`src/rtl/click_pkg.sv`:
```
// Shared types and defaults for the multi-channel debounced click counter.
// Latency: n/a (types and constants only).
// Backpressure: n/a.
package click_pkg;

   typedef enum logic [1:0] {
      LOW    = 2'd0,
      DEB_HI = 2'd1,
      HIGH   = 2'd2,
      DEB_LO = 2'd3
   } ch_state_e;

   localparam int N_CH_DEF       = 4;
   localparam int CNT_W_DEF      = 10;
   localparam int DEB_CYCLES_DEF = 4;

   // Width that holds 0..DEB_CYCLES; never narrower than one bit.
   function automatic int deb_w(input int cycles);
      return (cycles < 1) ? 1 : $clog2(cycles + 1);
   endfunction

endpackage

```
`src/rtl/click_channel.sv`:
```
// One click channel: optional 2-flop sync (CLICK_SYNC_EN), debounce FSM, wrap/saturate counter.
// Latency: y/count update DEB_CYCLES edges after a clean rise (+2 with CLICK_SYNC_EN).
// Backpressure: none; every accepted click is counted immediately.
module click_channel
   import click_pkg::*;
#(
   parameter int CNT_W      = CNT_W_DEF,
   parameter int DEB_CYCLES = DEB_CYCLES_DEF,
   parameter int WRAP       = 0
) (
   input  logic             clk,
   input  logic             rst,
   input  logic             click,
   input  logic             clr,
   output logic             y,
   output logic [CNT_W-1:0] count,
   output logic             ovf
);

   localparam int              DEB_W    = deb_w(DEB_CYCLES);
   localparam logic [DEB_W-1:0] DEB_ONE  = DEB_W'(1);
   localparam logic [DEB_W-1:0] DEB_LAST = DEB_W'(DEB_CYCLES - 1);
   localparam bit              WRAP_EN  = (WRAP != 0);

   logic smp;

`ifdef CLICK_SYNC_EN
   logic [1:0] sync_q;

   always_ff @(posedge clk or negedge rst) begin
      if (!rst) sync_q <= '0;
      else      sync_q <= {sync_q[0], click};
   end

   assign smp = sync_q[1];
`else
   assign smp = click;
`endif

   ch_state_e        state_q, state_d;
   logic [DEB_W-1:0] deb_q, deb_d;
   logic             accept;

   always_ff @(posedge clk or negedge rst) begin
      if (!rst) begin
         state_q <= LOW;
         deb_q   <= '0;
      end else begin
         state_q <= state_d;
         deb_q   <= deb_d;
      end
   end

   // deb counts consecutive samples that disagree with the settled level.
   always_comb begin
      state_d = state_q;
      deb_d   = deb_q;
      case (state_q)
         LOW: begin
            if (smp) begin
               if (DEB_CYCLES == 1) begin
                  state_d = HIGH;
               end else begin
                  state_d = DEB_HI;
                  deb_d   = DEB_ONE;
               end
            end
         end
         DEB_HI: begin
            if (!smp) begin
               state_d = LOW;
               deb_d   = '0;
            end else if (deb_q == DEB_LAST) begin
               state_d = HIGH;
               deb_d   = '0;
            end else begin
               deb_d = deb_q + DEB_ONE;
            end
         end
         HIGH: begin
            if (!smp) begin
               if (DEB_CYCLES == 1) begin
                  state_d = LOW;
               end else begin
                  state_d = DEB_LO;
                  deb_d   = DEB_ONE;
               end
            end
         end
         DEB_LO: begin
            if (smp) begin
               state_d = HIGH;
               deb_d   = '0;
            end else if (deb_q == DEB_LAST) begin
               state_d = LOW;
               deb_d   = '0;
            end else begin
               deb_d = deb_q + DEB_ONE;
            end
         end
         default: begin
            state_d = LOW;
            deb_d   = '0;
         end
      endcase
   end

   always_comb begin
      accept = 1'b0;
      case (state_q)
         LOW:     accept = smp && (DEB_CYCLES == 1);
         DEB_HI:  accept = smp && (deb_q == DEB_LAST);
         default: accept = 1'b0;
      endcase
   end

   // clr wins over a same-edge accept, but the pulse on y is still emitted.
   always_ff @(posedge clk or negedge rst) begin
      if (!rst) begin
         y     <= 1'b0;
         count <= '0;
         ovf   <= 1'b0;
      end else begin
         y <= accept;
         if (clr) begin
            count <= '0;
            ovf   <= 1'b0;
         end else if (accept) begin
            if (&count) begin
               ovf <= 1'b1;
               if (WRAP_EN) count <= '0;
            end else begin
               count <= count + CNT_W'(1);
               if (WRAP_EN) ovf <= 1'b0;
            end
         end else if (WRAP_EN) begin
            ovf <= 1'b0;
         end
      end
   end

endmodule

```
`src/rtl/click_counter_mc.sv`:
```
// Multi-channel debounced click counter; N_CH independent click_channel slices (CLICK_SYNC_EN adds input sync).
// Latency: pulse/count DEB_CYCLES edges after a clean rise, +2 with CLICK_SYNC_EN.
// Backpressure: none; outputs are status registers, no handshake.
module click_counter_mc
   import click_pkg::*;
#(
   parameter int N_CH       = N_CH_DEF,
   parameter int CNT_W      = CNT_W_DEF,
   parameter int DEB_CYCLES = DEB_CYCLES_DEF,
   parameter int WRAP       = 0
) (
   input  logic                  clk,
   input  logic                  rst,
   input  logic [N_CH-1:0]       click,
   input  logic [N_CH-1:0]       clr,
   output logic [N_CH-1:0]       y,
   output logic [N_CH*CNT_W-1:0] count,
   output logic [N_CH-1:0]       ovf
);

   for (genvar i = 0; i < N_CH; i++) begin : g_ch
      click_channel #(
         .CNT_W      (CNT_W),
         .DEB_CYCLES (DEB_CYCLES),
         .WRAP       (WRAP)
      ) u_ch (
         .clk   (clk),
         .rst   (rst),
         .click (click[i]),
         .clr   (clr[i]),
         .y     (y[i]),
         .count (count[i*CNT_W +: CNT_W]),
         .ovf   (ovf[i])
      );
   end

endmodule

```
`config.mk`:
```
export PLATFORM = sky130hd
export DESIGN_NAME = click_counter_mc
export DESIGN_NICKNAME = d
export VERILOG_FILES = /design/src/rtl/click_pkg.sv /design/src/rtl/click_channel.sv /design/src/rtl/click_counter_mc.sv
export SDC_FILE = /design/constraint.sdc
export NUM_CORES = 1
export LEC_CHECK = 0
export CAP_MARGIN = 10
export CELL_PAD_IN_SITES_DETAIL_PLACEMENT = 0
export CELL_PAD_IN_SITES_GLOBAL_PLACEMENT = 1
export CORE_UTILIZATION = 40
export CTS_BUF_LIST = sky130_fd_sc_hd__clkbuf_4 sky130_fd_sc_hd__clkbuf_8 sky130_fd_sc_hd__clkbuf_16
export DETAILED_ROUTE_END_ITERATION = 8
export GPL_ROUTABILITY_DRIVEN = 0
export PLACE_DENSITY = 0.81
export SYNTH_ARGS = -nofsm -noshare
export SYNTH_HDL_FRONTEND = slang
export SYNTH_SLANG_ARGS = --single-unit
```
`constraint.sdc`:
```
create_clock -name clk -period 2.3 [get_ports clk]
set_clock_uncertainty 0.2 [all_clocks]
set_input_delay 0.345 -clock clk [delete_from_list [all_inputs] [get_ports clk]]
set_output_delay 0.345 -clock clk [all_outputs]
set_load 0.005 [all_outputs]
```
After elaboration in Yosys (flattened, before gate mapping)
Cells that the tools add are included.
Cells by class
  $add $sub $neg: 8
  multipliers: 0
  divide/modulo/power cells: 0
  $lt $le $gt $ge: 0
  eq/ne operators: 36
  shifts and indexed selects: 0
  multiplexer cells: 80
  bitwise operators: 0
  reduce and logical (&&, ||, !) cells: 36
Operator list (count)
  $mux 10: 12
  $mux 3: 20
  $mux 2: 24
  $pmux 3 s4: 4
  $add 10x1->10 const B: 4
  $reduce_and 10->1: 4
  $pmux 2 s4: 4
  $ne 2x2->1 const B: 12
  $ne 3x2->1 const B: 8
  $reduce_and 2->1: 12
  $eq 2x2->1 const B: 8
  $mux 1: 16
  $reduce_and 4->1: 4
  $reduce_bool 2->1: 8
  $add 3x1->3 const B: 4
  $eq 3x2->1 const B: 4
  $eq 2x1->1 const B: 4
  $logic_not 2->1: 4
  $logic_and 1x1->1: 4
Word-level totals
  register bits after elaboration: 68
  bits in latches: 0
  bits in writable memories: 0
  bits in read-only memories: 0
  bits of input ports: 10
  output and inout bits: 48
  word-level logic and storage cells: 180
  memories kept: 0

Depth between registers and ports, before layout
  depth after elaboration: 5
  gate-level depth with buffers: 7
  mapped depth without buffers: 6

Cells and area by module
From an unflattened synthesis, not the netlist that was laid out.
Unflattened totals
  cell total of the unflattened synthesis: 330
  area total of the unflattened synthesis: 3499.6 um2
Modules (own cells, without submodules)
  click_channel (g_ch[0].u_ch ...): instances 3, cells an instance 80, area an instance 873.3 um2, seq. area each 425.4 um2
  click_channel (g_ch[3].u_ch): instances 1, cells an instance 90, area an instance 879.6 um2, seq. area each 425.4 um2

Worst setup path after synthesis
OpenSTA, ideal clock, no wires.
  path kind: reg-to-reg
  start point: reg g_ch[3].u_ch.count[0]
  end point: reg g_ch[3].u_ch.count[2]
  setup time: 0.078 ns
  arrival time: 1.750 ns
  required time: 2.022 ns
  path slack: 0.272 ns
  cell stages (with the launch flop): 7
  buffers on the path: 1
  clock period less this slack: 2.028 ns
  path through: dfrtp_1 > ha_1 > and4_1 > and3_1 > clkbuf_1 > or4_1 > a21oi_1
Between the ends
  longest elaborated chain between the ends: 4
  elaborated cells between the ends (all ways): 7
  those cells by class: 1 x add/sub; 1 x eq/ne; 3 x mux; 2 x reduce/logical
RTL lines
  from (decl): RTL line click_channel.sv:16  | output logic [CNT_W-1:0] count,
  from (signal assigned): RTL line click_channel.sv:133  | count <= count + CNT_W'(1);
  $add 10x1->10: RTL line click_channel.sv:133
  $mux 10: RTL line click_channel.sv:129  | if (&count) begin
  $mux 10: RTL line click_channel.sv:128  | end else if (accept) begin
  $mux 10: RTL line click_channel.sv:125  | if (clr) begin
Several ways; a longest one is shown, not always the timed one. The select of a mux whose other input is x is not followed.
A chain may end at the register's enable or synchronous reset.

Worst setup path in the final report
  start point: reg g_ch[0].u_ch.count[1]
  end point: reg g_ch[0].u_ch.count[7]
Between the ends
  longest elaborated chain between the ends: 4
  elaborated cells between the ends (all ways): 7
  those cells by class: 1 x add/sub; 1 x eq/ne; 3 x mux; 2 x reduce/logical
RTL lines (RTL line)
  from (decl): click_channel.sv:16
  from (signal assigned): click_channel.sv:133
  $add 10x1->10: click_channel.sv:133
  $mux 10: click_channel.sv:129
  $mux 10: click_channel.sv:128
  $mux 10: click_channel.sv:125
Several ways; a longest one is shown, not always the timed one. The select of a mux whose other input is x is not followed.

==> results.cfg <==
[run_status]
outcome = completed

[critical_path]
crit_top_cell = and4_1
cp.required_ps = 2330
critPathSlowestCell = dfrtp_1
r2r_end = g_ch[0].u_ch.count[7]
critPathCaptureType = register
path_cells = ha_1, and4_1, and4_1, nor4_1, mux2_2
crit_path_max_incr_delay_ps = 430
critical_path_class = reg -> reg
rrSetupSlack_ps = 150
cp_data_arrival_time_ps = 2170
r2r_start = g_ch[0].u_ch.count[1]
crit_path_start_kind = register
reg2regPathDepth = 5
path_max_fanout = 11

[pwr]
power.density_mw_per_mm2 = 664
p_leak_nw = 1.86
p_sw_w = 0.000835
p_sw_share_pct = 28.0
p_int_w = 0.00215
pwr-share-seq_pct = 49.2
power_frac_comb_pct = 17.7
pwr-share-clk_pct = 33.1
vdd_ir_drop_max_mv = 0.301

[clocking]
htree_levels = 3
tritoncts = yes
cts.path.max_buffers = 2
clk_latency_ps = 340
cts_buffers = 9
clkTransAtPathRegs_ps = 70
cts_sinks = 68
cts_root_buffer = clkbuf_8

[layout]
fin_area_sq_mm = 0.00449
final_common_cell = dfrtp_1
final_util_pct = 53.9
syn2layout_area_growth_pct = 28.1
mostFrequentLayoutCells = dfrtp_1, clkdlybuf4s50_1, nand2_1, a21oi_1, buf_4
final_cell_count_no_fill = 548
fin_nets = 457
drive_gt1_share_pct = 11.7
diodes = 0

[sta]
min_period_over_period_pct = 93.3
tns_ps = 0
drv_slew = 0
final_hold_viol_count = 0
setup_slack_ps = 154
timing.slew.headroom_pct = 70.2
rsz0062_at_grt = false
worst_pin_slew_ps = 446
fin_crit_ps = 2150
finalSetupViolCount = 0
fmax_mhz = 466

[routing]
ant_nets = 0
post_drt_wl_per_cell_um = 13.8
vias = 2983
dr.pass1.iters = 4
wirelength_um = 7590
via_per_inst = 5.44
first_iter_violations = 104
remaining_drc_errors = 0

[die]
coreArea_sq_mm = 0.00834
die-area_sq_mm = 0.00915
initial_core_util_pct = 42.1
rows = 33
die_w_um = 95.7
die_h_um = 95.7
ios = 58

[logic_synthesis]
synth_area_sq_mm = 0.00351
syn_inst = 366
synth_edf_count = 0
async_reset_ff_share_pct = 100
ys_seq_elements = 68
syn_nets = 384
yosysUniqueCellTypes = 43
yosys-top-cells-area = dfrtp_1, a21oi_1, nand2_1, o31ai_1, or4_1
synth_top_area_cell = dfrtp_1
synth-seq-area-share_pct = 48.5
avgSynthCellArea_sq_um = 9.59
synthFlopType = dfrtp_1
ys.warnings.count = 0
synth_top_area_share_pct = 48.5

[placement]
place_area_sq_mm = 0.00429
dp.final_hpwl_um = 5290
place_inst = 532
portBuffers = 57
post-place-ws_ps = -45.8

[worst_hold_path]
hold_path_class = reg -> reg
min_from = g_ch[3].u_ch.deb_q[1]
whs_endpoint = g_ch[3].u_ch.deb_q[1]
holdPathStages = 2

[global_route]
overflow = 0
antenna_found_initial = 0
grt_first_pass_wirelength_um = 12900
grt_start_max_net_pins = 69
grt_pass1_vias = 2820
grt_usage_pct = 18.1

[run]
maxCapViolCount = 0
## metal layers
| layer | up-vias | share of wire [%] | global-route usage [%] | wire length [um] |
|---|---|---|---|---|
| li1 | 1481 | - | - | - |
| met1 | 1444 | 48 | 23.3 | 3630 |
| met2 | 54 | 47 | 29.9 | 3540 |
| met3 | 4 | 4.9 | 6.06 | 369 |
| met4 | 0 | 0.55 | 3.36 | 42 |
| met5 | - | 0 | 0 | 0 |
## cell usage after synthesis (2+ instances only)
cell type  instances
buf_2              4
xor2_1             4
a211oi_1           2
nor3_1             7
mux2i_1            3
nor4_1             6
o21a_1            11
nor2b_1            8
dfrtp_1           68
inv_1             12
buf_4              8
o31a_1             2
nand3b_1           2
o31ai_1           15
and4_1             5
o21ai_0           19
or4_1             15
and4bb_2           2
or3_1             10
clkbuf_1           7
nor3b_1            2
nor2_1            19
nand2_1           34
a21oi_1           34
nand3_1           15
nand2b_1           7
and3_1             5
or2_2              2
nand4_1            6
ha_1               8
and2_1             7
mux2_2             5
a311oi_1           2
## kinds of logic (layout without fill, tap and decap cells)
kind of cell,Yosys count,count (layout),synth area share (%)
AND/OR/NAND/NOR,157,157,25.2
AO/OA/AOI/OAI,89,89,15.5
flip-flops,68,68,48.5
buffers and inverters,32,109,4.42
adder cells (fa/ha/maj),8,8,2.85
multiplexers,8,8,2.46
XOR/XNOR,4,4,0.998
## area by class of cell
class / instances / area, sq um
Fill cell: 765 / 3850
Sequential cell: 68 / 1700
Multi-Input combinational cell: 266 / 1650
Timing Repair Buffer: 82 / 768
Clock buffer: 13 / 160
Tap cell: 105 / 131
Inverter: 12 / 45.0
Clock inverter: 2 / 35.0
## timing repair
action,CTS,global route
hold buffers,1,0
setup buffers,0,0
resized for setup,0,0
endpoints found under the hold margin,68,0
## state kept, by name, summed over array words and instances (netlist names), named ones only
signal,cells
g_ch.u_ch.count,40
g_ch.u_ch.ovf,4
g_ch.u_ch.deb_q,12
g_ch.u_ch.y,4
g_ch.u_ch.state_q,4
## worst max-delay path, delay by kind of cell (launching register included)
| kind | cells | cell delay (ps) |
|---|---|---|
| flops | 1 | 430 |
| simple gates | 3 | 790 |
| fa+ha+maj | 1 | 240 |
| mux | 1 | 370 |
## power by group through the flow
stage          registers (W)  logic (W)  clock network [W]
2_1_floorplan        0.00145   0.000384                  0
3_3_place_gp         0.00148   0.000508                  0
3_5_place_dp         0.00149   0.000532                  0
6_report             0.00147   0.000527           0.000987
5_1_grt              0.00149   0.000605            0.00107
4_1_cts              0.00147   0.000534            0.00102
## stage by stage
step / hold WS, ps / power (W)
2_1_floorplan: -151 / 0.00184
3_3_place_gp: 203 / 0.00199
3_5_place_dp: 205 / 0.00203
4_1_cts: 294 / 0.00303
5_1_grt: 336 / 0.00317
6_report: 290 / 0.00298
## worst max path at each step
stage,start,endpoint,slack (ps),cells past startpoint
floorplan,g_ch[3].u_ch.count[0],g_ch[3].u_ch.count[2],270,6
global placement,click[1],g_ch[1].u_ch.count[4],30,5
detailed placement,click[0],g_ch[0].u_ch.count[7],-50,5
CTS,g_ch[0].u_ch.count[1],g_ch[0].u_ch.count[7],150,5
global route,g_ch[0].u_ch.count[1],g_ch[0].u_ch.count[7],30,5
finish,g_ch[0].u_ch.count[1],g_ch[0].u_ch.count[7],150,5
Note: power is estimated with default switching activity, not from simulation.
